[src/rtl/adder_carry_pipe.sv]
// ---------------------------------------------------------------------------
// adder_carry_pipe
//
// Purpose
//   Pipelined ripple-carry adder. A WIDTH-bit add is split into STAGES equal
//   chunks of CW = WIDTH/STAGES bits. Stage k adds chunk k using the carry
//   registered by stage k-1. The result emerges exactly STAGES cycles after
//   it is accepted, with a throughput of one result per cycle.
//
//   Operand bits that are not yet added travel forward in skew registers.
//   Completed low-order sum bits also travel forward, so the last stage holds
//   the full sum.
//
//   The whole pipeline advances as one unit (adv). When the output is held
//   by the downstream side, every stage freezes, so nothing is dropped or
//   duplicated. Bubbles travel through the pipeline as invalid stages.
//
// Parameters
//   WIDTH   operand/sum width; must be a multiple of STAGES
//   STAGES  pipeline depth (>= 1), one carry chunk per stage
//
// Optional feature
//   ADDER_CARRY_PIPE_SUB_EN  adds the in_sub port. When in_sub=1 stage 0 uses
//                            ~in_b and an inverted carry-in, so sub=1, cin=0
//                            computes A-B (out_cout=1 means no borrow).
//
// Ports
//   clk        in   1      clock, rising edge
//   rst_n      in   1      asynchronous active-low reset
//   in_valid   in   1      operands valid
//   in_ready   out  1      operands accepted this cycle (= adv)
//   in_a       in   WIDTH  operand A
//   in_b       in   WIDTH  operand B
//   in_cin     in   1      carry-in
//   in_sub     in   1      subtract select (ADDER_CARRY_PIPE_SUB_EN only)
//   out_valid  out  1      result valid
//   out_ready  in   1      downstream accepts result
//   out_sum    out  WIDTH  sum (registered)
//   out_cout   out  1      carry out of bit WIDTH-1 (registered)
//   out_ovf    out  1      two's complement overflow (registered)
// ---------------------------------------------------------------------------
module adder_carry_pipe #(
    parameter int WIDTH  = 32,
    parameter int STAGES = 4
) (
    input  logic             clk,
    input  logic             rst_n,
    input  logic             in_valid,
    output logic             in_ready,
    input  logic [WIDTH-1:0] in_a,
    input  logic [WIDTH-1:0] in_b,
    input  logic             in_cin,
`ifdef ADDER_CARRY_PIPE_SUB_EN
    input  logic             in_sub,
`endif
    output logic             out_valid,
    input  logic             out_ready,
    output logic [WIDTH-1:0] out_sum,
    output logic             out_cout,
    output logic             out_ovf
);

    localparam int CW = WIDTH / STAGES;

    // Ripple-carry add of one chunk. Returns {carry_out, sum}.
    function automatic logic [CW:0] chunk_add(
        input logic [CW-1:0] a,
        input logic [CW-1:0] b,
        input logic          c_in
    );
        logic          c;
        logic [CW-1:0] s;
        c = c_in;
        s = '0;
        for (int i = 0; i < CW; i++) begin
            s[i] = a[i] ^ b[i] ^ c;
            c    = (a[i] & b[i]) | ((a[i] ^ b[i]) & c);
        end
        return {c, s};
    endfunction

    // -----------------------------------------------------------------------
    // Front end: effective B operand and carry into stage 0
    // -----------------------------------------------------------------------
    logic [WIDTH-1:0] b_eff;
    logic             carry0;

`ifdef ADDER_CARRY_PIPE_SUB_EN
    // Subtraction is A + ~B + 1. Inverting cin keeps its meaning as a
    // borrow-in chain when sub=1.
    assign b_eff  = in_sub ? ~in_b : in_b;
    assign carry0 = in_cin ^ in_sub;
`else
    assign b_eff  = in_b;
    assign carry0 = in_cin;
`endif

    // One global advance. It depends only on the output register and
    // out_ready, so in_ready has no combinational path from in_valid.
    logic adv;
    assign adv      = ~out_valid | out_ready;
    assign in_ready = adv;

    // -----------------------------------------------------------------------
    // Pipeline stages
    // Stage gi receives:
    //   - the operand bits from chunk gi upward (HI_IN bits), and
    //   - the LO completed sum bits below chunk gi.
    // Stage gi registers:
    //   - LO+CW sum bits, its carry-out, its valid bit, and
    //   - the operand bits above its chunk, which go to the next stage.
    // -----------------------------------------------------------------------
    genvar gi;
    generate
        for (gi = 0; gi < STAGES; gi++) begin : gen_stage
            localparam int LO    = gi * CW;
            localparam int HI_IN = WIDTH - LO;

            logic [HI_IN-1:0]   a_in;
            logic [HI_IN-1:0]   b_in;
            logic               c_in;
            logic               v_in;
            logic [CW:0]        res;
            logic [LO+CW-1:0]   sum_d;

            logic [LO+CW-1:0]   sum_q;
            logic               carry_q;
            logic               valid_q;

            assign res = chunk_add(a_in[CW-1:0], b_in[CW-1:0], c_in);

            if (gi == 0) begin : g_src
                assign a_in  = in_a;
                assign b_in  = b_eff;
                assign c_in  = carry0;
                assign v_in  = in_valid;
                assign sum_d = res[CW-1:0];
            end else begin : g_src
                assign a_in  = gen_stage[gi-1].g_skew.a_hi_q;
                assign b_in  = gen_stage[gi-1].g_skew.b_hi_q;
                assign c_in  = gen_stage[gi-1].carry_q;
                assign v_in  = gen_stage[gi-1].valid_q;
                assign sum_d = {res[CW-1:0], gen_stage[gi-1].sum_q};
            end

            always_ff @(posedge clk or negedge rst_n) begin
                if (!rst_n) begin
                    valid_q <= 1'b0;
                    carry_q <= 1'b0;
                    sum_q   <= '0;
                end else if (adv) begin
                    valid_q <= v_in;
                    carry_q <= res[CW];
                    sum_q   <= sum_d;
                end
            end

            // Skew registers: operand chunks still waiting for their stage.
            if (gi < STAGES - 1) begin : g_skew
                logic [HI_IN-CW-1:0] a_hi_q;
                logic [HI_IN-CW-1:0] b_hi_q;

                always_ff @(posedge clk or negedge rst_n) begin
                    if (!rst_n) begin
                        a_hi_q <= '0;
                        b_hi_q <= '0;
                    end else if (adv) begin
                        a_hi_q <= a_in[HI_IN-1:CW];
                        b_hi_q <= b_in[HI_IN-1:CW];
                    end
                end
            end

            // Final stage also registers signed overflow. The carry into the
            // MSB is recovered as sum ^ a ^ b at that bit, so it is not
            // carried separately. For CW=1 it is the incoming chunk carry,
            // which gives cout ^ cin when WIDTH=1.
            if (gi == STAGES - 1) begin : g_last
                logic ovf_d;
                logic ovf_q;

                assign ovf_d = res[CW] ^ (res[CW-1] ^ a_in[CW-1] ^ b_in[CW-1]);

                always_ff @(posedge clk or negedge rst_n) begin
                    if (!rst_n) begin
                        ovf_q <= 1'b0;
                    end else if (adv) begin
                        ovf_q <= ovf_d;
                    end
                end
            end
        end
    endgenerate

    // -----------------------------------------------------------------------
    // Outputs come straight from the last stage registers
    // -----------------------------------------------------------------------
    assign out_valid = gen_stage[STAGES-1].valid_q;
    assign out_sum   = gen_stage[STAGES-1].sum_q;
    assign out_cout  = gen_stage[STAGES-1].carry_q;
    assign out_ovf   = gen_stage[STAGES-1].g_last.ovf_q;

endmodule

[config.mk]
export PLATFORM = sky130hd
export DESIGN_NAME = adder_carry_pipe
export DESIGN_NICKNAME = d
export VERILOG_FILES = /design/src/rtl/adder_carry_pipe.sv
export SDC_FILE = /design/constraint.sdc
export NUM_CORES = 1
export LEC_CHECK = 0
export ABC_CLOCK_PERIOD_IN_PS = 8650
export CORE_MARGIN = 5
export CORE_UTILIZATION = 45
export DETAILED_ROUTE_END_ITERATION = 6
export GPL_TIMING_DRIVEN = 0
export PLACE_DENSITY_LB_ADDON = 0.12
export REMOVE_ABC_BUFFERS = 1
export SLEW_MARGIN = 20
export SYNTH_ARGS = -nofsm -noshare
export SYNTH_HDL_FRONTEND = slang
export SYNTH_SLANG_ARGS = --single-unit
[constraint.sdc]
create_clock -name clk -period 8.65 [get_ports clk]
set_clock_uncertainty 0.1 [all_clocks]
set_input_delay 1.73 -clock clk [delete_from_list [all_inputs] [get_ports clk]]
set_output_delay 1.73 -clock clk [all_outputs]
set_load 0.03 [all_outputs]
==> report_table.html <==
<table>
<tr><th>Metric</th><th>Value</th></tr>
<tr><th colspan="2">Status</th></tr>
<tr><td>Status</td><td>finished, final reports clean</td></tr>
<tr><th colspan="2">Logic synthesis</th></tr>
<tr><td>Yosys top cell by area</td><td>dfrtp_1</td></tr>
<tr><td>Share of the synthesized area in the top cell type</td><td>0.567</td></tr>
<tr><td>Total of warnings raised by yosys</td><td>0</td></tr>
<tr><td>Synthesized instance count</td><td>482</td></tr>
<tr><td>Syn avg cell area</td><td>approximately 17 um^2</td></tr>
<tr><td>Number of library cell types mapped by synthesis</td><td>15</td></tr>
<tr><td>Area of the mapped netlist</td><td>approximately 8000 um^2</td></tr>
<tr><td>Share of synthesized area occupied by flip-flops and latches</td><td>0.567</td></tr>
<tr><td>Flip-flop and latch count after synthesis</td><td>185</td></tr>
<tr><td>Biggest area contributors in the synthesized netlist</td><td>dfrtp_1 57%, mux2_4 25%, fa_1 7.8%</td></tr>
<tr><th colspan="2">Final layout</th></tr>
<tr><td>Register cell area after layout</td><td>4630 um^2</td></tr>
<tr><td>Number of inserted filler cells in the final layout</td><td>1436</td></tr>
<tr><td>Non-filler instance count after layout</td><td>829</td></tr>
<tr><td>Cell area after layout</td><td>10000 um^2</td></tr>
<tr><td>Diode count</td><td>0</td></tr>
<tr><td>Ratio of cells with drive above 1 in the final layout</td><td>0.328</td></tr>
<tr><td>Most frequent standard cell in the layout excluding fill and tap cells</td><td>dfrtp_1</td></tr>
<tr><td>Total area of multi-input combinational cells</td><td>3210 um^2</td></tr>
<tr><td>Synth-to-Final Area Change</td><td>22.9%</td></tr>
<tr><td>Commonest cells after routing, fill and taps aside</td><td>185 x dfrtp_1, 137 x mux2_4, 103 x clkdlybuf4s50_1</td></tr>
<tr><td>Post-layout nets</td><td>688</td></tr>
<tr><th colspan="2">Setup path</th></tr>
<tr><td>Delay contributed by the slowest stage of the critical path</td><td>0.73 ns</td></tr>
<tr><td>Worst r2r path cells</td><td>14</td></tr>
<tr><td>CP required</td><td>6.82 ns</td></tr>
<tr><td>Critical path buffers and inverters</td><td>3</td></tr>
<tr><td>Critical path's slowest cell</td><td>clkdlybuf4s50_1</td></tr>
<tr><td>Capturing element type of the critical path</td><td>output port</td></tr>
<tr><td>Maximum fanout along the worst path</td><td>between 40 and 50</td></tr>
<tr><td>Crit path max-delay family</td><td>buffers and inverters</td></tr>
<tr><td>End of the worst register-to-register path</td><td>out_ovf</td></tr>
<tr><td>Launching element type of the critical path</td><td>input pin</td></tr>
<tr><td>Startpoint of the most critical register-to-register path</td><td>gen_stage[2].carry_q</td></tr>
<tr><td>Critical path data arrival time</td><td>approximately 3.8 ns</td></tr>
<tr><td>Sequence of cells on the critical path</td><td>clkdlybuf4s50_1 -&gt; nand2b_4 -&gt; buf_16 -&gt; clkdlybuf4s50_1</td></tr>
<tr><td>CP most frequent cell</td><td>clkdlybuf4s50_1</td></tr>
<tr><td>Classification of the worst setup path</td><td>input pin to output port</td></tr>
<tr><td>Worst R2R Setup Slack</td><td>4.39 ns</td></tr>
<tr><th colspan="2">Place</th></tr>
<tr><td>Buffers added on ports</td><td>roughly 100</td></tr>
<tr><td>Gpl congestion</td><td>0.685</td></tr>
<tr><td>Pre-CTS setup slack</td><td>between 2 and 3 ns</td></tr>
<tr><td>Inst Count DP</td><td>about 800</td></tr>
<tr><td>Placed cell area</td><td>9410 um^2</td></tr>
<tr><td>Placed wire-length estimate</td><td>8.36 mm</td></tr>
<tr><th colspan="2">Worst hold path</th></tr>
<tr><td>Hold Path Stages</td><td>1</td></tr>
<tr><td>Worst hold path startpoint</td><td>gen_stage[2].valid_q</td></tr>
<tr><td>Hold Path Sink</td><td>out_valid</td></tr>
<tr><td>Worst hold path type</td><td>flip-flop to flip-flop</td></tr>
<tr><th colspan="2">Clock tree</th></tr>
<tr><td>Clock tree sinks</td><td>185</td></tr>
<tr><td>Worst-path clk slew</td><td>0.07 ns</td></tr>
<tr><td>Number of gates resized after cts</td><td>0</td></tr>
<tr><td>Hold Buf Count CTS</td><td>0</td></tr>
<tr><td>Number of buffers added by the clock tree synthesis step</td><td>17</td></tr>
<tr><td>Setup Buffers After CTS</td><td>0</td></tr>
<tr><td>Root buffer cell</td><td>clkbuf_16</td></tr>
<tr><td>H-tree depth</td><td>4</td></tr>
<tr><td>Clock network latency to the later pin of the worst-skew pair</td><td>roughly 0.42 ns</td></tr>
<tr><td>CTS tree</td><td>yes</td></tr>
<tr><td>Clock tree buffer depth</td><td>2</td></tr>
<tr><th colspan="2">Floorplan</th></tr>
<tr><td>Die outline height</td><td>between 100 and 150 um</td></tr>
<tr><td>Top Ports</td><td>105</td></tr>
<tr><td>Core Box Area</td><td>17900 um^2</td></tr>
<tr><td>Die outline area</td><td>20900 um^2</td></tr>
<tr><td>Width of the die</td><td>about 140 um</td></tr>
<tr><td>Initial cell density of the core</td><td>0.456</td></tr>
<tr><td>Number of placement rows</td><td>49</td></tr>
<tr><th colspan="2">Routing</th></tr>
<tr><td>Drt total wl</td><td>12.5 mm</td></tr>
<tr><td>Via count</td><td>3906</td></tr>
<tr><td>Drt drc</td><td>0</td></tr>
<tr><td>Routed length per placed instance</td><td>15.1 um</td></tr>
<tr><td>Drt first-iter violations</td><td>roughly 100</td></tr>
<tr><td>Vias per cell</td><td>4.71</td></tr>
<tr><td>1st-pass router iterations</td><td>4</td></tr>
<tr><td>Number of nets with antenna violations after routing</td><td>0</td></tr>
<tr><th colspan="2">Global routing</th></tr>
<tr><td>Initial antenna violation count</td><td>0</td></tr>
<tr><td>Total overflow reported by the global router</td><td>0</td></tr>
<tr><td>Wire length of the first global-routing pass</td><td>21.4 mm</td></tr>
<tr><td>Maximum number of pins on one net before global-route repair</td><td>102</td></tr>
<tr><td>Total routing resource utilization after global routing</td><td>0.129</td></tr>
<tr><td>Number of global-route vias before repair</td><td>about 4400</td></tr>
<tr><th colspan="2">Timing</th></tr>
<tr><td>Relative slew margins</td><td>0.566</td></tr>
<tr><td>Sum of negative setup slack</td><td>0 ns</td></tr>
<tr><td>Worst path setup slack after routing</td><td>3.01 ns</td></tr>
<tr><td>Slew at the pin closest to its max-slew limit</td><td>about 0.65 ns</td></tr>
<tr><td>Number of failing hold endpoints at the final stage</td><td>0</td></tr>
<tr><td>Setup repair after global routing missed its margin</td><td>false</td></tr>
<tr><td>Worst hold slack</td><td>0.371 ns</td></tr>
<tr><td>Min cycle time layout</td><td>5.64 ns</td></tr>
<tr><td>Highest achievable clock rate</td><td>0.177 GHz</td></tr>
<tr><td>Share of the cycle needed by the critical path after routing</td><td>0.653</td></tr>
<tr><td>Count of pins over their slew limit</td><td>0</td></tr>
<tr><td>Final setup violation count</td><td>0</td></tr>
<tr><th colspan="2">Power</th></tr>
<tr><td>Leakage power of the design</td><td>about 4.7 nW</td></tr>
<tr><td>Worst-case vdd ir drop</td><td>231 uV</td></tr>
<tr><td>P per Cell Area</td><td>about 380 nW/um^2</td></tr>
<tr><th colspan="2">Job</th></tr>
<tr><td>Maxcap violations</td><td>0</td></tr>
</table>
## worst reg2reg max path, stage by stage (launching register included)
cell and delay (ns):
dfrtp_1 0.38, inv_1 0.08, fa_1 0.17, inv_1 0.05
fa_1 0.38, fa_1 0.39, fa_1 0.41, fa_1 0.41
fa_1 0.41, fa_1 0.37, inv_1 0.07, fa_1 0.45
xnor2_1 0.16, xnor2_1 0.20, a21oi_1 0.10
## flip-flops by register name, indices dropped and copies added, names as in the netlist
| name | count |
|---|---|
| gen_stage.sum_q | 48 |
| gen_stage.g_skew.b_hi_q | 48 |
| gen_stage.carry_q | 3 |
| gen_stage.g_skew.a_hi_q | 48 |
| out_cout | 1 |
| out_ovf | 1 |
| gen_stage.valid_q | 3 |
| out_sum | 32 |
| out_valid | 1 |
## metrics by stage
stage | power, mW | utilization
6_report | 3.84 | 0.560
3_5_place_dp | 3.06 | 0.526
4_1_cts | 3.90 | 0.560
2_1_floorplan | 2.65 | -
5_1_grt | 4.09 | 0.560
3_3_place_gp | 3.06 | 0.518
## Yosys cell counts
master / instances
mux2_4: 137
dfrtp_1: 185
nor2_1: 13
nand2b_1: 1
inv_1: 28
xnor2_1: 3
buf_6: 17
nand2_1: 12
nand2b_4: 1
fa_1: 32
buf_2: 4
clkbuf_1: 2
a21oi_1: 13
o21ai_0: 12
mux2_2: 22
## worst max-delay path by stage
stage / start / endpoint / slack (ns) / cells after the start
2_1_floorplan: out_ready / in_ready / 3.13 / 1
3_5_place_dp: out_ready / in_ready / 2.99 / 4
4_1_cts: out_ready / in_ready / 2.98 / 4
5_1_grt: out_ready / in_ready / 2.93 / 4
6_report: out_ready / in_ready / 3.01 / 4
3_3_place_gp: rst_n / gen_stage[2].g_skew.a_hi_q[4] / -1.69 / 1
## routing by layer
layer	routed length [um]	share of wire	track usage	up-vias
li1	-	-	-	1826
met1	5910	0.47	0.178	1995
met2	5810	0.46	0.195	73
met4	156	0.012	0.0427	0
met5	0	0	0	-
met3	650	0.052	0.0417	12
## area by class of cell
type                       count  area share
timing repair buffer         109       0.117
inverter                      28      0.0105
clock buffer                  18      0.0428
clock inverter                14      0.0193
multi-input combinational    246       0.320
tap                          229      0.0286
sequential                   185       0.462
## power breakdown
| part | switching, mW | internal [mW] | total [mW] |
|---|---|---|---|
| clock | 0.326 | 0.486 | 0.812 |
| sequential | 0.222 | 1.25 | 1.47 |
| combinational | 0.626 | 0.928 | 1.55 |
| total | 1.17 | 2.66 | 3.84 |
## cell families after synthesis
logic type | count (synthesis) | share of synthesized area
AOI/OAI and AO/OA | 25 | 0.0153
xor gates and xnor gates | 3 | 0.00322
buffers and inverters | 51 | 0.0397
muxes | 159 | 0.282
adders and majority gates | 32 | 0.0785
and+or+nand+nor | 27 | 0.0139
DFF | 185 | 0.567
Power figures use the tool's default switching activity.
